==> config.mk <==
export PLATFORM = sky130hd
export DESIGN_NAME = imem_loader
export DESIGN_NICKNAME = d
export VERILOG_FILES = /design/src/rtl/imem_loader.sv
export SDC_FILE = /design/constraint.sdc
export NUM_CORES = 1
export LEC_CHECK = 0
export CAP_MARGIN = 20
export CORE_MARGIN = 3
export CORE_UTILIZATION = 40
export DETAILED_ROUTE_END_ITERATION = 8
export MAX_ROUTING_LAYER = met4
export PLACE_DENSITY = 0.68
export RECOVER_POWER = 100
export SLEW_MARGIN = 0
export SYNTH_ARGS = -nofsm -noshare
export SYNTH_HDL_FRONTEND = slang
export SYNTH_SLANG_ARGS = --single-unit
export TNS_END_PERCENT = 30
==> constraint.sdc <==
create_clock -name clk -period 2.75 [get_ports clk]
set_input_delay 0.275 -clock clk [delete_from_list [all_inputs] [get_ports clk]]
set_output_delay 0.275 -clock clk [all_outputs]
set_load 0.005 [all_outputs]
==> src/rtl/imem_loader.sv <==
// -----------------------------------------------------------------------------
// imem_loader
//   Program loader for the pipelined RV32I core. Receives a byte stream over a
//   valid/ready handshake. It packs each group of four bytes into a
//   little-endian 32-bit word and writes the words to instruction memory at
//   consecutive addresses, starting from 0. The core is held in reset while a
//   session is running and is released once the last word has been written.
//
// Ports
//   clk         single clock, rising edge
//   rst         asynchronous reset, active low
//   start       request a load session (looked at only while idle)
//   word_count  number of words to load, latched when start is accepted
//   rx_valid    rx_data carries a byte
//   rx_data     stream byte
//   rx_ready    loader takes a byte on this cycle's edge if rx_valid is high
//   imem_we     instruction memory write strobe (one cycle per word)
//   imem_addr   word address, held between writes
//   imem_wdata  word to write, held between writes
//   core_rst    active-high reset to the processor
//   busy        session in progress
//   done        one-cycle pulse when a session completes
//   err         sticky: last start asked for more words than the memory holds
//
// Every output is a register. No path runs combinationally from an input to
// an output, so the producer and the memory see clean timing.
// -----------------------------------------------------------------------------
module imem_loader #(
    parameter int MEM_DEPTH = 1024,
    parameter int ADDR_W    = $clog2(MEM_DEPTH)
) (
    input  logic              clk,
    input  logic              rst,
    input  logic              start,
    input  logic [ADDR_W:0]   word_count,
    input  logic              rx_valid,
    input  logic [7:0]        rx_data,
    output logic              rx_ready,
    output logic              imem_we,
    output logic [ADDR_W-1:0] imem_addr,
    output logic [31:0]       imem_wdata,
    output logic              core_rst,
    output logic              busy,
    output logic              done,
    output logic              err
);

    typedef enum logic [1:0] {
        S_IDLE,
        S_RECV,
        S_WRITE,
        S_DONE
    } state_t;

    // word_count is one bit wider than an address, so the depth fits exactly.
    localparam logic [ADDR_W:0] DEPTH = (ADDR_W+1)'(MEM_DEPTH);

    state_t            state;
    logic [ADDR_W:0]   count;     // words requested for this session
    logic [ADDR_W-1:0] word_idx;  // address of the word being assembled
    logic [1:0]        byte_idx;  // next byte lane to fill
    logic [2:0][7:0]   lane;      // bytes 0..2 of the current word

    logic accept;
    logic last_word;

    // rx_ready is registered and high only in RECV, so a handshake here is
    // always a RECV-state acceptance.
    assign accept    = rx_valid && rx_ready;
    // count >= 1 whenever this is consulted, so count-1 cannot underflow.
    assign last_word = ({1'b0, word_idx} == (count - 1'b1));

    always_ff @(posedge clk or negedge rst) begin
        if (!rst) begin
            // Reset discards any partial word. No write is pending, and the
            // core stays held until a load completes.
            state      <= S_IDLE;
            count      <= '0;
            word_idx   <= '0;
            byte_idx   <= '0;
            lane       <= '0;
            rx_ready   <= 1'b0;
            imem_we    <= 1'b0;
            imem_addr  <= '0;
            imem_wdata <= '0;
            busy       <= 1'b0;
            done       <= 1'b0;
            err        <= 1'b0;
            core_rst   <= 1'b1;
        end else begin
            case (state)
                S_IDLE: begin
                    if (start) begin
                        if (word_count == '0) begin
                            // Empty program: complete straight away, no writes.
                            busy  <= 1'b1;
                            done  <= 1'b1;
                            state <= S_DONE;
                        end else if (word_count > DEPTH) begin
                            // Refuse the session. The core reset state is left
                            // as it is.
                            err <= 1'b1;
                        end else begin
                            count    <= word_count;
                            err      <= 1'b0;
                            word_idx <= '0;
                            byte_idx <= '0;
                            core_rst <= 1'b1;
                            busy     <= 1'b1;
                            rx_ready <= 1'b1;
                            state    <= S_RECV;
                        end
                    end
                end

                S_RECV: begin
                    if (accept) begin
                        for (int i = 0; i < 3; i++) begin
                            if (byte_idx == 2'(i))
                                lane[i] <= rx_data;
                        end
                        byte_idx <= byte_idx + 2'd1;
                        if (byte_idx == 2'd3) begin
                            // The fourth byte goes directly into the top lane of
                            // the write data. It is never stored in the lane
                            // buffer.
                            imem_we    <= 1'b1;
                            imem_addr  <= word_idx;
                            imem_wdata <= {rx_data, lane};
                            rx_ready   <= 1'b0;
                            state      <= S_WRITE;
                        end
                    end
                end

                S_WRITE: begin
                    imem_we <= 1'b0;
                    if (last_word) begin
                        done  <= 1'b1;
                        state <= S_DONE;
                    end else begin
                        word_idx <= word_idx + 1'b1;
                        rx_ready <= 1'b1;
                        state    <= S_RECV;
                    end
                end

                S_DONE: begin
                    done     <= 1'b0;
                    busy     <= 1'b0;
                    core_rst <= 1'b0;
                    state    <= S_IDLE;
                end

                default: state <= S_IDLE;
            endcase
        end
    end

endmodule

## Word level (Yosys, flattened, before mapping)

Index checks and enable logic that the tools add are counted.

| storage, ports and cells | value |
|---|---|
| register bits after elaboration | 97 |
| bits of input ports | 23 |
| output and inout bits | 48 |
| word-level logic and storage cells | 97 |

| operators by class | value |
|---|---|
| add/subtract/negate cells | 3 |
| magnitude comparators | 1 |
| equal/unequal tests | 16 |
| muxes and demuxes | 36 |
| bitwise gates (word level) | 2 |
| reductions and logical operators | 24 |

Operators with widths:

| kind | count |
|---|---|
| 10-bit two-way mux | 4 |
| 3-bit AND reduction | 7 |
| 2-bit two-way mux | 10 |
| 10-bit one-hot mux with 2 select lines | 1 |
| 2-bit inequality test, second input constant | 8 |
| 4-bit AND reduction | 4 |
| 1-bit two-way mux | 14 |
| 10-bit by 11-bit equality test with 1-bit output | 1 |
| 11-bit greater-than comparator, second input constant | 1 |
| 11-bit zero test | 1 |
| 11-bit by 1-bit subtractor with 11-bit output, second input constant | 1 |
| 10-bit by 1-bit adder with 10-bit output, second input constant | 1 |
| 5-bit AND reduction | 2 |
| 2-bit equality test, second input constant | 4 |
| 2-bit one-hot mux with 4 select lines | 1 |
| 2-bit nonzero test | 4 |
| 7-bit AND reduction | 1 |
| 1-bit one-hot mux with 2 select lines | 3 |
| 1-bit one-hot mux with 3 select lines | 2 |
| 3-bit nonzero test | 2 |
| 2-bit by 1-bit equality test with 1-bit output, second input constant | 2 |
| 2-bit zero test | 2 |
| 2-bit one-hot mux with 2 select lines | 1 |
| 3-bit inequality test, second input constant | 1 |
| 3 further kinds | 4 |

## Logic depth before layout (Yosys ltp)

Gate-level depths: netlist of the first run.

| logic depth | value |
|---|---|
| depth after elaboration | 5 |
| depth in mapped cells | 10 |

## Worst setup path after synthesis of the first run

No wires, ideal clock.

| timing path | value |
|---|---|
| path type | reg-to-reg |
| start | register count[0] |
| end | register word_idx[8] |
| setup time | 0.078 ns |
| arrival | 2.474 ns |
| setup slack | 0.198 ns |
| cell stages (with the launch flop) | 10 |
| buffers on the path | 0 |
| clock period less this slack | 2.552 ns |
| cell sequence | dfrtp_1 inv_1 ha_1 nor3b_1 mux2_2 a22oi_1 a221o_1 o21ai_4 or4_1 a21oi_1 |

| between the ends | value |
|---|---|
| word-level cells in the longest chain between the ends | 4 |

RTL lines:

| element | line | text |
|---|---|---|
| start, declared | 59 | `logic [ADDR_W:0] count;` |
| start signal, assigned | 104 | `count <= word_count;` |
| 11-bit by 1-bit subtractor with 11-bit output | 71 | `assign last_word = ({1'b0, word_idx} == (count - 1'b1));` |
| 10-bit by 11-bit equality test with 1-bit output | 71 |  |
| 2-bit inequality test (no line) | - |  |
| 5-bit AND reduction (no line) | - |  |
| end signal, assigned | 142 | `word_idx <= word_idx + 1'b1;` |
| end, declared | 60 | `logic [ADDR_W-1:0] word_idx;` |

No other way between the ends.
A chain may end at the register's enable or synchronous reset.

## Worst setup path in the final report of the first run

| timing path | value |
|---|---|
| start | register count[5] |
| end | register word_idx[0] |

Same word-level chain as after synthesis.

==> results.toml, run 1 <==
[timing]
slew_violations = 0
relSlewSlack_pct = 11.7
min_period_ns = 2.60
fin_hold_ws_ns = 0.475
worstMarginPinSlew_ns = 1.33
hold_violations = 0
fin_skew_ns = 0.00997
rsz0062_at_grt = "no"
fin_crit_sh_pct = 94.5
max_freq_mhz = 385
tns_ns = 0
setup_viol = 0

[worst_setup_path]
arrival_ns = 2.85
start_kind = "register"
cp_max_fo = 9
path_class = "register to register"
max_stage_delay_ns = 0.56
critPathRequiredTime_ns = 3.00
path_cells = "or4_4 -> nor4_4 -> nand2_1 -> a221o_1 -> o21ai_4 -> buf_6 -> nor2_1 -> mux2_2"
crit_slowest_cell = "or4_4"
cp-end-kind = "register"

[yosys]
synth_nets = 394
synth_edf_count = 0
synthArstFlopShare_pct = 100
synth-simple-area-share_pct = 12.5
synth_cell_types = 50
synth_adder_area_share_pct = 1.73
yosysWarnings = 0
synth.yosys.seq_area_share_pct = 56.0
synth-main-ff-cell = "dfrtp_1"
synth_top_family_by_area = "multiplexers"
netlist_instances = 365
synth_area_um2 = 4340
synthMuxAreaShare_pct = 17.4
synth_compound_area_share_pct = 7.62
ys_ff_latch = 97
avgSynthCellArea_um2 = 11.9
synth_xor_area_share_pct = 2.22

[clock_network]
insertion_delay_ns = 0.36
cts_root_buffer = "clkbuf_8"
cts_buffer_depth = 2
cts_tree = "yes"
cts.reportedPaths.clkPinSlew_ns = 0.09
cts_buffers = 9
h-tree-depth = 3
cts_sinks = 97

[finish]
final_layout_size_suffix_gt1_share_pct = 23.4
fin_nets = 475
stdcell_count = 585
num_antenna_cells = 0
syn_to_final_growth_pct = 26.1

[floorplanning]
core-area_um2 = 10400
io-pin-count = 71
fp.dieW_um = 110
die-area_um2 = 12100
rows = 37
die_h_um = 110
start_util_pct = 41.6

[grt]
grt_util_all_layers_pct = 17.1
grt_pass1_vias = 3134
antenna_found_initial = 0
grt_overflow = 0
grt_max_degree = 98
grt_pass1_wl_um = 15600

[flow_run]
timing.max_cap.violations = 0

[route]
vias = 3090
remaining_drc_errors = 0
drtIter0Drc = 126
wire_per_inst_um = 16.2
routed_wl_um = 9500
dr.pass1.iters = 5
drt-vias-per-instance = 5.28
antenna_left = 0

[pwr]
pwr-share-clk_pct = 17.6
netSwitchingFraction_pct = 31.4
peakVddDrop_mv = 0.525
p_sw_mw = 1.59
p_seq_share_pct = 46.0
leakagePower_nw = 2.44
p_int_mw = 3.48
power.total_mw = 5.07
power_frac_comb_pct = 36.3
p_per_area_nw_per_um2 = 927

[outcome]
status = "completed"

[placed_design]
routabilityCongestion = 0.849
dp.final_hpwl_um = 6590
place_inst = 569
io_buffers = 70

[hold_path]
hold_path_class = "register to register"
-- flip-flops by register name, indices dropped and copies added, names as in the netlist --
register and cells:
busy 1, byte_idx 2, core_rst 1, count 11, done 1, err 1, imem_addr 10, imem_wdata 32
imem_we 1, lane 24, rx_ready 1, state 2, word_idx 10
-- timing repair --
action,CTS,global route
hold endpoints to repair,94,0
gates resized for setup,2,11
pin swaps,0,2
setup endpoints to repair,3,6
setup buffers,0,0
hold buffers,1,0
cloned,0,1
-- power by group through the flow --
stage	Clock, mW	Combinational (mW)	Sequential [mW]
after CTS	0.926	1.91	2.34
after floorplan	0	1.07	2.27
after global routing	0.993	2.04	2.42
final	0.893	1.84	2.33
after detailed placement	0	1.89	2.36
after global placement	0	1.84	2.33
-- layer usage --
layer | global-route usage [%] | vias up | part of all wire [%]
li1 | - | 1442 | -
met1 | 20.8 | 1532 | 43
met2 | 26.4 | 95 | 48
met3 | 7.34 | 21 | 7.5
met4 | 4.31 | 0 | 1.3
met5 | - | - | 0
-- kinds of logic (layout without fill, tap and decap cells) --
family | count (synthesis) | count (layout)
fa+ha+maj | 6 | 6
simple gates | 109 | 109
flops | 97 | 97
mux | 67 | 67
buf+inv | 26 | 109
compound gates | 49 | 50
xor+xnor | 11 | 11
-- per-stage QoR --
step           setup slack (ns)  instance area [um2]  utilization, %
6_report                  0.152                 5470            52.5
5_1_grt                  0.0111                 5470            52.5
4_1_cts                  0.0296                 5440            52.2
3_5_place_dp             -0.134                 5240            50.3
3_3_place_gp            -0.0400                 5240            50.3
2_1_floorplan             0.198                 4340               -
-- cells in the final DEF (no fill, tap or decap), types with 7 or more instances in the layout --
cell             synthesis  layout
clkbuf_8                 0       9
nand3_1                  7       7
o21ai_0                 11      11
dlygate4sd3_1            0      49
a21oi_1                 12      11
xor2_1                   7       7
inv_1                   14      12
nand2_1                 50      50
nor2_1                  17      17
clkdlybuf4s50_1          0      21
mux2_2                  66      66
dfrtp_1                 96      96
-- layout make-up --
type / instances / area [um2]
repair buffers: 81 / 778
multi-input cells: 243 / 1860
clock inverters: 4 / 55.1
flip-flops and latches: 97 / 2430
inverters: 14 / 52.6
well taps: 136 / 170
clock buffers: 10 / 128
fillers: 923 / 4950
-- final timing paths --
check	startpoint	to	slack [ns]	depth (start not counted)
min in group asynchronous	rst	count[7]$_DFFE_PN0P_	0.82	3
setup / recovery	count[5]$_DFFE_PN0P_	word_idx[0]$_DFFE_PN0P_	0.15	8
hold / removal	err$_DFFE_PN0P_	err$_DFFE_PN0P_	0.48	2
setup reg to reg	count[5]$_DFFE_PN0P_	word_idx[0]$_DFFE_PN0P_	0.15	8
max in group asynchronous	rst	imem_wdata[0]$_DFFE_PN0P_	1.05	3
hold reg to reg	err$_DFFE_PN0P_	err$_DFFE_PN0P_	0.48	2
-- cell usage after synthesis, types with 2 or more instances --
| master | number | share of area [%] |
|---|---|---|
| xnor2_1 | 4 | 0.81 |
| nor3_1 | 4 | 0.46 |
| ha_1 | 6 | 1.7 |
| a21oi_1 | 12 | 1.4 |
| nor2b_1 | 3 | 0.43 |
| o2bb2ai_1 | 2 | 0.40 |
| nor4_1 | 3 | 0.43 |
| xor2_1 | 7 | 1.4 |
| nand2_1 | 50 | 4.3 |
| dfrtp_1 | 96 | 55 |
| a31oi_1 | 2 | 0.29 |
| o21ai_0 | 11 | 1.3 |
| and2_1 | 5 | 0.72 |
| buf_6 | 2 | 0.52 |
| inv_1 | 14 | 1.2 |
| or3_1 | 6 | 0.87 |
| a311oi_1 | 2 | 0.40 |
| mux2_2 | 66 | 17 |
| o31ai_1 | 2 | 0.35 |
| nor2_1 | 17 | 1.5 |
| clkbuf_1 | 10 | 0.87 |
| o21ai_1 | 3 | 0.35 |
| or4_1 | 3 | 0.52 |
| a22oi_1 | 2 | 0.35 |
| o211ai_1 | 2 | 0.35 |
| nand3_1 | 7 | 0.81 |
-- critical path, delay by kind of cell, from the launching register on --
kind	cells	cell delay (ns)
AOI/OAI and AO/OA	2	0.65
muxes	1	0.26
buffers and inverters	1	0.16
and+or+nand+nor	4	0.95
DFF	1	0.47
No activity file was read; power rests on OpenSTA's default activity.
==> run 2: changes to the inputs <==
--- a/config.mk
+++ b/config.mk
@@ -8,6 +8,7 @@
 export CAP_MARGIN = 20
 export CORE_MARGIN = 3
 export CORE_UTILIZATION = 40
+export CTS_BUF_LIST = sky130_fd_sc_hd__clkbuf_2 sky130_fd_sc_hd__clkbuf_4 sky130_fd_sc_hd__clkbuf_8
 export DETAILED_ROUTE_END_ITERATION = 8
 export MAX_ROUTING_LAYER = met4
 export PLACE_DENSITY = 0.68
==> results.toml, run 2 (synthesis results as in run 1) <==
[route]
drtIter0Drc = 126
drt-met1-wl_um = 4070
highest_layer = "met4"
drt-vias-per-instance = 5.28
routed_wl_um = 9500
antenna_left = 0
routed-wl-met3_um = 708
wl_met2_um = 4600
vias = 3087
dr.pass1.iters = 5
wire_per_inst_um = 16.2
remaining_drc_errors = 0

[timing]
setup_viol = 0
setup_slack_ns = 0.152
rsz0062_at_grt = "no"
fin_hold_ws_ns = 0.475
fin_skew_ns = 0.00997
hold_violations = 0
slew_violations = 0
worstMarginPinSlew_ns = 1.32
tns_ns = 0
max_freq_mhz = 385
min_period_ns = 2.60
relSlewSlack_pct = 11.7
fin_crit_sh_pct = 94.5

[worst_setup_path]
cp_num_buf_inv = 1
cp-end-kind = "register"
start_kind = "register"
critPathLaunch = "count[5]$_DFFE_PN0P_"
path_class = "register to register"
crit_family = "simple AND/OR/NAND/NOR gates"
r2r-end = "word_idx[0]$_DFFE_PN0P_"
crit_slowest_cell = "or4_4"
cp.depth = 8
crit_end = "word_idx[0]$_DFFE_PN0P_"
arrival_ns = 2.85
critPathRequiredTime_ns = 3.00
rr_worst_depth = 8
timing.rr.start = "count[5]$_DFFE_PN0P_"
max_stage_delay_ns = 0.56
r2r_slack_ns = 0.15
cp_max_fo = 9
path_cells = "or4_4 -> nor4_4 -> nand2_1 -> a221o_1 -> o21ai_4 -> buf_6 -> nor2_1 -> mux2_2"

[outcome]
status = "completed"

[clock_network]
cts.reportedPaths.clkPinSlew_ns = 0.09
cts_root_buffer = "clkbuf_8"
cts_buffer_depth = 2
insertion_delay_ns = 0.36
cts_buffers = 9
cts_sinks = 97
cts_tree = "yes"
h-tree-depth = 3

[pwr]
peakVddDrop_mv = 0.525
p_per_area_nw_per_um2 = 928
power.total_mw = 5.08
leakagePower_nw = 2.44

[finish]
final_common_cell = "dfrtp_1"
largest_register_ffs = 32
register_area_um2 = 2430
final_util_pct = 52.5
fin_nets = 475
multiInputGateArea_um2 = 1860
largestRegisters = "imem_wdata (32), lane (24), count (11)"
layout_common_cells = "dfrtp_1 (96), mux2_2 (66), nand2_1 (50)"
final_layout_size_suffix_gt1_share_pct = 23.6
syn_to_final_growth_pct = 26.2
fillers = 921
num_antenna_cells = 0
largest-register = "imem_wdata"

[grt]
grt_overflow = 0
grt_pass1_wl_um = 15600
grt_util_all_layers_pct = 17.1
grt_pass1_vias = 3134
antenna_found_initial = 0
grt_max_degree = 98

[floorplanning]
die_h_um = 110
core-area_um2 = 10400
start_util_pct = 41.6
io-pin-count = 71
fp.dieW_um = 110
die-area_um2 = 12100
rows = 37

[placed_design]
post-place-ws_ns = -0.134
dp.final_hpwl_um = 6590
routabilityCongestion = 0.849
io_buffers = 70

[hold_path]
hold_path_class = "register to register"
holdCritStartpoint = "err$_DFFE_PN0P_"

[flow_run]
timing.max_cap.violations = 0
-- run 2: cell counts in the layout (fill, tap and decap cells not counted) --
Identical to the previous run, type by type.
-- run 2: through the flow --
| step | cell area, um2 | cells |
|---|---|---|
| final | 5470 | 585 |
| after floorplan | 4340 | 365 |
| after detailed placement | 5240 | 569 |
| after global placement | 5240 | 569 |
| after CTS | 5440 | 584 |
| after global routing | 5470 | 585 |
-- run 2: power breakdown --
group / switching, mW / internal (mW)
combinational: 0.742 / 1.10
sequential: 0.370 / 1.96
clock: 0.478 / 0.426
total: 1.59 / 3.49
-- run 2: how the worst min path moves through the flow --
stage | endpoint | slack [ns] | depth (start not counted)
CTS | count[7]$_DFFE_PN0P_ | 0.47 | 3
finish | err$_DFFE_PN0P_ | 0.48 | 2
floorplan | busy$_DFFE_PN0P_ | -0.02 | 0
global placement | count[7]$_DFFE_PN0P_ | 0.37 | 2
detailed placement | count[7]$_DFFE_PN0P_ | 0.37 | 2
global route | count[7]$_DFFE_PN0P_ | 0.47 | 3
-- run 2: layout make-up --
type | instances | area share (%)
Inverter | 14 | 0.960
Clock inverter | 4 | 1.01
Tap cell | 136 | 3.11
Clock buffer | 10 | 2.40
Timing Repair Buffer | 81 | 14.2
Sequential cell | 97 | 44.4
Multi-Input combinational cell | 243 | 33.9
-- run 2: per-layer routing --
layer	track usage, %	vias to the layer above
met5	-	-
met4	4.31	0
met3	7.34	21
met2	26.4	95
met1	20.8	1529
li1	-	1442
-- run 2: what timing repair did --
item	4_1_cts	5_1_grt
endpoints found under the hold margin	94	0
hold buffers	1	0
setup buffers	0	0
pin swaps	0	2
setup endpoints to repair	3	6
cloned	0	1
resized for setup	2	11
-- run 2: worst reg2reg max path: cells and delay by family, from the launching register on --
| family | cells | cell delay (ns) |
|---|---|---|
| AND/OR/NAND/NOR | 4 | 0.95 |
| AO/OA/AOI/OAI | 2 | 0.65 |
| flip-flops | 1 | 0.47 |
| multiplexers | 1 | 0.26 |
| buffers and inverters | 1 | 0.16 |
